File: src/rtl/idct_mul_ctrl.sv
// Driving-side sequencer for the IDCT approximate-multiplier wrapper: phase/beat
// generation, operand registers, product retiming into a tagged result stream.
module idct_mul_ctrl #(
  parameter int unsigned DATA_PATH_BITWIDTH = 24,
  parameter int unsigned B_BITWIDTH         = DATA_PATH_BITWIDTH - 11,
  parameter int unsigned MUL_LATENCY        = 4
) (
  input  logic                          clk,
  input  logic                          rstN,
  input  logic                          start,
  input  logic                          apx_mode,
  input  logic                          op_valid,
  output logic                          op_ready,
  input  logic [DATA_PATH_BITWIDTH-1:0] op_a,
  input  logic [B_BITWIDTH-1:0]         op_b,
  output logic [DATA_PATH_BITWIDTH-1:0] A_out,
  output logic [B_BITWIDTH-1:0]         B_out,
  output logic [2:0]                    state_out,
  output logic [8:0]                    count0,
  output logic                          rapx_out,
  input  logic [31:0]                   P_in,
  input  logic [2:0]                    state_echo,
  output logic                          res_valid,
  output logic [31:0]                   res_data,
  output logic                          res_col,
  output logic [5:0]                    res_idx,
  output logic                          busy,
  output logic                          done,
  output logic                          err
);

  typedef enum logic [2:0] {
    IDLE  = 3'b000,
    LOAD  = 3'b001,
    ROW   = 3'b010,
    COL   = 3'b011,
    DRAIN = 3'b100
  } phase_t;

  typedef struct packed {
    logic       v;
    logic       col;
    logic [5:0] idx;
  } tag_t;

  phase_t                        state_q, state_d;
  logic [2:0]                    state_d1_q;
  logic [8:0]                    count0_q, count0_d;
  logic                          rapx_q, rapx_d;
  logic                          done_q, done_d;
  logic                          err_q;
  logic [DATA_PATH_BITWIDTH-1:0] a_q;
  logic [B_BITWIDTH-1:0]         b_q;
  tag_t                          tag_q [MUL_LATENCY];
  tag_t                          tag_in;
  logic                          res_valid_q;
  logic [31:0]                   res_data_q;
  logic                          res_col_q;
  logic [5:0]                    res_idx_q;
  logic                          fire;
  logic                          beat_last;
  logic                          pipe_busy;
  logic                          busy_c;

  assign beat_last = (count0_q == 9'd63);
  assign op_ready  = ((state_q == LOAD) && beat_last) || (state_q == ROW) || (state_q == COL);
  assign fire      = op_valid & op_ready;
  assign busy_c    = (state_q != IDLE);

  // The LOAD-exit fire is row beat 0 even though count0 reads 63 at that point.
  always_comb begin
    tag_in     = '0;
    tag_in.v   = fire;
    tag_in.col = (state_q == COL);
    tag_in.idx = (state_q == LOAD) ? 6'd0 : count0_q[5:0];
  end

  always_comb begin
    pipe_busy = 1'b0;
    for (int unsigned i = 0; i < MUL_LATENCY; i++) begin
      pipe_busy = pipe_busy | tag_q[i].v;
    end
  end

  always_comb begin
    state_d  = state_q;
    count0_d = count0_q;
    rapx_d   = rapx_q;
    done_d   = 1'b0;
    case (state_q)
      IDLE: begin
        if (start && !done_q) begin
          state_d  = LOAD;
          count0_d = '0;
          rapx_d   = apx_mode;
        end
      end
      LOAD: begin
        if (!beat_last) begin
          count0_d = count0_q + 9'd1;
        end else if (fire) begin
          count0_d = 9'd1;
          state_d  = ROW;
        end
      end
      ROW: begin
        if (fire) begin
          if (beat_last) begin
            count0_d = '0;
            state_d  = COL;
          end else begin
            count0_d = count0_q + 9'd1;
          end
        end
      end
      COL: begin
        if (fire) begin
          if (beat_last) begin
            count0_d = '0;
            state_d  = DRAIN;
          end else begin
            count0_d = count0_q + 9'd1;
          end
        end
      end
      DRAIN: begin
        if (!pipe_busy) begin
          state_d = IDLE;
          done_d  = 1'b1;
        end
      end
      default: state_d = IDLE;
    endcase
  end

  always_ff @(posedge clk or negedge rstN) begin
    if (!rstN) begin
      state_q    <= IDLE;
      state_d1_q <= '0;
      count0_q   <= '0;
      rapx_q     <= 1'b0;
      done_q     <= 1'b0;
      err_q      <= 1'b0;
    end else begin
      state_q    <= state_d;
      state_d1_q <= state_q;
      count0_q   <= count0_d;
      rapx_q     <= rapx_d;
      done_q     <= done_d;
      err_q      <= err_q | (busy_c && (state_echo != state_d1_q));
    end
  end

  always_ff @(posedge clk or negedge rstN) begin
    if (!rstN) begin
      a_q <= '0;
      b_q <= '0;
    end else if (fire) begin
      a_q <= op_a;
      b_q <= op_b;
    end
  end

  always_ff @(posedge clk or negedge rstN) begin
    if (!rstN) begin
      for (int unsigned i = 0; i < MUL_LATENCY; i++) begin
        tag_q[i] <= '0;
      end
      res_valid_q <= 1'b0;
      res_data_q  <= '0;
      res_col_q   <= 1'b0;
      res_idx_q   <= '0;
    end else begin
      tag_q[0] <= tag_in;
      for (int unsigned i = 1; i < MUL_LATENCY; i++) begin
        tag_q[i] <= tag_q[i-1];
      end
      res_valid_q <= tag_q[MUL_LATENCY-1].v;
      if (tag_q[MUL_LATENCY-1].v) begin
        res_data_q <= P_in;
        res_col_q  <= tag_q[MUL_LATENCY-1].col;
        res_idx_q  <= tag_q[MUL_LATENCY-1].idx;
      end
    end
  end

  assign A_out     = a_q;
  assign B_out     = b_q;
  assign state_out = state_q;
  assign count0    = count0_q;
  assign rapx_out  = rapx_q;
  assign res_valid = res_valid_q;
  assign res_data  = res_data_q;
  assign res_col   = res_col_q;
  assign res_idx   = res_idx_q;
  assign busy      = busy_c;
  assign done      = done_q;
  assign err       = err_q;

endmodule

File: config.mk
export PLATFORM = sky130hd
export DESIGN_NAME = idct_mul_ctrl
export DESIGN_NICKNAME = d
export VERILOG_FILES = /design/src/rtl/idct_mul_ctrl.sv
export SDC_FILE = /design/constraint.sdc
export NUM_CORES = 1
export LEC_CHECK = 0
export BUFFER_PORTS_ARGS = -buffer_cell sky130_fd_sc_hd__buf_2
export CAP_MARGIN = 15
export CORE_MARGIN = 2
export CORE_UTILIZATION = 55
export CTS_BUF_LIST = sky130_fd_sc_hd__clkbuf_8
export DETAILED_ROUTE_END_ITERATION = 16
export GPL_ROUTABILITY_DRIVEN = 0
export HOLD_SLACK_MARGIN = 0.12
export PLACE_DENSITY = 0.85
export SYNTH_ARGS = -nofsm -noshare
export SYNTH_HDL_FRONTEND = slang
export SYNTH_SLANG_ARGS = --single-unit
File: constraint.sdc
create_clock -name clk -period 6.4 [get_ports clk]
set_input_delay 0.64 -clock clk [delete_from_list [all_inputs] [get_ports clk]]
set_output_delay 0.64 -clock clk [all_outputs]
set_load 0.05 [all_outputs]
Word-level counts from Yosys, hierarchy flattened
Index checks and enable logic that the tools add are counted.
- add/sub/neg operators: 1
- equality and inequality tests: 16
- mux-type cells: 18
- bitwise logic cells: 5
- reduce and logical (&&, ||, !) cells: 13
- operators by type and width (kind ; number):
    $mux 9 ; 5
    $pmux 9 s3 ; 1
    $mux 3 ; 8
    $pmux 3 s5 ; 1
    $ne 2x2->1 const B ; 6
    $add 9x1->9 const B ; 1
    $eq 9x6->1 const B ; 1
    $reduce_and 8->1 ; 1
    $eq 3x2->1 const B ; 2
    $mux 6 ; 1
    $ne 2x1->1 const B ; 3
    $reduce_bool 3->1 ; 2
    $or 1x1->1 ; 4
    $reduce_and 4->1 ; 1
    $eq 3x1->1 const B ; 1
    $eq 3x3->1 const B ; 1
    $logic_and 1x1->1 ; 3
    $logic_not 3->1 ; 1
    $ne 3x3->1 ; 1
    $ne 3x3->1 const B ; 1
    $logic_or 1x1->1 ; 2
    $mux 1 ; 2
    $reduce_and 2->1 ; 1
    $reduce_or 2->1 ; 1
    other kinds (2) ; 2
- bits in registers: 127
- output and inout port bits: 94

Depth between registers and ports, before layout
- word-level depth: 8
- gate-level depth with buffers: 8
- gate-level depth less buffers: 6

Least setup slack after synthesis
Ideal clock, no wire load.
- kind: reg2out
- from: reg count0_q[0], in the netlist count0[0]
- to: out op_ready
- arrival time: 2.172 ns
- required time: 5.760 ns
- setup slack: 3.588 ns
- cell stages (with the launch flop): 6
- path buffers: 0
- path through: dfrtp_1 > ha_1 > nand2_1 > nor3_4 > a21oi_2 > nor2_1
- longest elaborated chain between the ends: 4
- RTL lines (what ; RTL line ; text):
    start: declaration ; 48 ; logic [8:0] count0_q, count0_d;
    start signal: assignment ; 147 ; count0_q <= count0_d;
    $eq 9x6->1 ; 65 ; assign beat_last = (count0_q == 9'd63);
    $logic_and 1x1->1 ; 66 ; assign op_ready = ((state_q == LOAD) && beat_last) || (state_q == ROW) || (state_q == COL);
    $logic_or 1x1->1 (2 in series) ; 66 ;
    end: declaration ; 13 ; output logic op_ready,
Every way passes these cells.

Worst setup path after layout
- from: reg count0_q[0], in the netlist count0[0]
- to: reg a_q[9], in the netlist A_out[9]
- longest elaborated chain between the ends: 5
- RTL lines (what ; RTL line ; text):
    $eq 9x6->1 ; 65 ;
    $logic_and 1x1->1 ; 66 ;
    $logic_or 1x1->1 (2 in series) ; 66 ;
    $and 1x1->1 ; 67 ; assign fire = op_valid & op_ready;
    end signal: assignment ; 159 ; a_q <= op_a;
    end: declaration ; 52 ; logic [DATA_PATH_BITWIDTH-1:0] a_q;
Every way passes these cells.
A chain may end at the register's enable or synchronous reset.

==> flow_metrics.py <==
metrics = {
    "run_status": {
        "status": "completed",
    },
    "worst_setup_path": {
        "reg2reg_depth": 7,
        "crit_chain": "ha_1, nand2_1, nor3_4, a21oi_2, nor3b_4, buf_4, mux2_2",
        "crit_path_end_kind": "register",
        "cp-start-kind": "register",
        "startpoint": "count0[0]",
        "critical_path_class": "register to register",
        "critPathMaxFanout": 20,
        "r2r-start": "count0[0]",
        "rr_endpoint": "A_out[9]",
        "cp_slowest_stage_delay_ns": 0.82,
        "critPathRequiredTime_ns": 6.69,
        "reg2reg_slack_ns": 3.31,
        "crit_slowest_cell": "nor3b_4",
        "arrival_ns": 3.39,
    },
    "routing": {
        "ant_nets": 0,
        "vias": 2944,
        "drt-initial-drc-count": 128,
        "firstDrtPassIters": 4,
        "routed_wirelength_mm": 8.77,
        "avgRoutedWirePerCell_um": 14.8,
        "drc": 0,
        "vias_per_cell": 4.96,
    },
    "yosys": {
        "synthFlopType": "dfrtp_1",
        "synth_edf_count": 0,
        "synth.distinct_cells": 43,
        "synthArstFlopShare_pct": 100,
        "yosys_warnings": 0,
        "synth_nets": 373,
        "seq_area_frac_synth_pct": 68.8,
        "syn_area_sq_um": 4620,
        "syn_inst": 295,
        "syn_area_per_cell_sq_um": 15.7,
        "synth-seq-cells": 127,
    },
    "clock_network": {
        "htreeDepth": 4,
        "cts_buffer_depth": 2,
        "numClockSinks": 127,
        "cts_tree": "yes",
        "ctsResizeCount": 0,
        "post_cts_buffers": 0,
        "root_buffer": "clkbuf_8",
        "cts_hold_buf": 0,
        "cts_made_buffers": 17,
        "clock_latency_ns": 0.41,
        "clk_pin_slew_ns": 0.08,
    },
    "floorplanning": {
        "die-area_sq_um": 9140,
        "row_count": 33,
        "dieWidth_um": 95.6,
        "coreArea_sq_um": 8180,
        "die_h_um": 95.6,
        "start_util_pct": 56.5,
        "io_pins": 171,
    },
    "grt": {
        "grt_pass1_vias": 2843,
        "grt_pass1_wl_mm": 13.4,
        "grt_usage_pct": 19.4,
        "overflow": 0,
        "grt_max_degree": 78,
        "antenna_found_initial": 0,
    },
    "timing": {
        "slew_viol_final": 0,
        "tightest_slew_ns": 0.978,
        "setup-violations-final": 0,
        "finalCriticalPeriod_ns": 3.09,
        "hold_viol": 0,
        "rsz0062_at_grt": "false",
        "maxSlewHeadroom_pct": 34.8,
        "clock.fmax_mhz": 323,
        "tns_ns": 0,
        "fin_skew_ns": 0.00761,
        "finalCritPeriodShare_pct": 48.3,
    },
    "power": {
        "power.leakage_nw": 3.07,
        "powerDensity_nw_per_um2": 618,
        "peakVddDrop_uv": 394,
    },
    "cells_and_area": {
        "fin_nets": 554,
        "design_area_sq_um": 5980,
        "fin_util_pct": 73.2,
        "fillCellCount": 557,
        "drive_above_1_share_pct": 55.0,
        "area_growth_pct": 29.6,
        "diodes": 0,
    },
    "placed_design": {
        "dp_hpwl_mm": 6.32,
        "placed_cell_area_sq_um": 5570,
        "portBuffers": 170,
    },
    "hold_path": {
        "hp-class": "input port to async pin",
    },
    "flow_run": {
        "maxCapViolCount": 0,
    },
}
## state kept, by name, summed over array words and instances, names as in the netlist
| register | count |
|---|---|
| A_out | 24 |
| B_out | 13 |
| count0 | 9 |
| done | 1 |
| err | 1 |
| rapx_out | 1 |
| res_col | 1 |
| res_data | 32 |
| res_idx | 6 |
| res_valid | 1 |
| state_d1_q | 3 |
| state_out | 3 |
| tag_q | 32 |
## power breakdown
part	switching (mW)	leakage, nW	internal (mW)
Clock	0.313	0.204	0.391
Sequential	0.171	1.62	1.12
Combinational	1.24	1.25	0.469
## layout by cell type (no fill, tap or decap), drive strengths merged, types with 2 or more instances in the layout
cell type,Yosys,layout
o21ai,2,2
nor3b,2,2
nor3,3,3
buf,9,173
dfrtp,127,127
a21oi,3,3
clkinv,0,4
nor2b,7,7
mux2,77,77
clkbuf,2,17
o22ai,2,2
nand3,5,5
nor2,13,13
xor2,4,4
xnor2,4,4
bufinv,0,3
and3,2,2
nand2,9,9
inv,3,8
or3,2,2
nand2b,2,2
a211oi,2,2
nor4,2,2
clkinvlp,0,3
## synth_stat cells, types with 2 or more instances
| cell type | number | area share, % |
|---|---|---|
| xnor2_1 | 4 | 0.76 |
| mux2_2 | 58 | 14 |
| o22ai_1 | 2 | 0.27 |
| nor3_1 | 2 | 0.22 |
| nor4_1 | 2 | 0.27 |
| buf_2 | 3 | 0.33 |
| and3_1 | 2 | 0.27 |
| buf_6 | 2 | 0.49 |
| mux2_1 | 19 | 4.6 |
| nor2b_1 | 7 | 0.95 |
| inv_1 | 3 | 0.24 |
| nand2b_1 | 2 | 0.27 |
| o21ai_0 | 2 | 0.22 |
| a21oi_1 | 2 | 0.22 |
| nand2_1 | 9 | 0.73 |
| buf_1 | 3 | 0.24 |
| dfrtp_1 | 127 | 69 |
| xor2_1 | 4 | 0.76 |
| nor2_1 | 13 | 1.1 |
| clkbuf_1 | 2 | 0.16 |
| nand3_1 | 5 | 0.54 |
## worst max-delay path by stage
stage                    end  slack, ns  depth (start not counted)
floorplan           op_ready       3.59                          5
global placement    A_out[9]       3.50                          7
detailed placement  A_out[9]       3.31                          7
CTS                 A_out[9]       3.29                          7
global route        A_out[8]       3.12                          7
finish              A_out[9]       3.31                          7
## worst max-delay path, delay by kind of cell, from the launching register on
kind / cells / cell delay [ns]
compound gates: 1 / 0.13
fa+ha+maj: 1 / 0.23
buf+inv: 1 / 0.41
flops: 1 / 0.49
mux: 1 / 0.37
simple gates: 3 / 1.33
## per-layer routing
metal  up-vias  GRT usage, %  part of all wire [%]
met2       126          30.4                    50
li1       1387             -                     -
met3         4          7.59                   8.4
met1      1427          25.3                    41
met4         0          5.95                  0.35
met5         -             0                     0
## kinds of logic (layout without fill, tap and decap cells)
group	Yosys count	count (layout)	share of synthesized area, %
AO/OA/AOI/OAI	14	14	2.28
XOR/XNOR	8	8	1.52
AND/OR/NAND/NOR	53	53	6.48
flip-flops	127	127	68.8
buffers and inverters	14	208	1.63
multiplexers	78	78	19.0
adder cells (fa/ha/maj)	1	1	0.271
## layout make-up
type | count | area, sq um | share of cell area, %
Clock inverter | 15 | 184 | 3.07
Multi-Input combinational cell | 154 | 1370 | 22.9
Tap cell | 105 | 131 | 2.20
Inverter | 3 | 11.3 | 0.188
Sequential cell | 127 | 3180 | 53.1
Clock buffer | 17 | 234 | 3.91
Timing Repair Buffer | 173 | 876 | 14.6
## per-stage QoR
stage	hold WS, ns	worst slack [ns]	std cells	power, mW
finish	0.243	3.31	594	3.70
global route	0.257	3.12	594	3.90
CTS	0.237	3.29	594	3.74
detailed placement	0.335	3.31	562	3.03
global placement	0.331	3.50	562	2.97
floorplan	0.331	3.59	295	2.61
(Power assumes the default switching activity.)
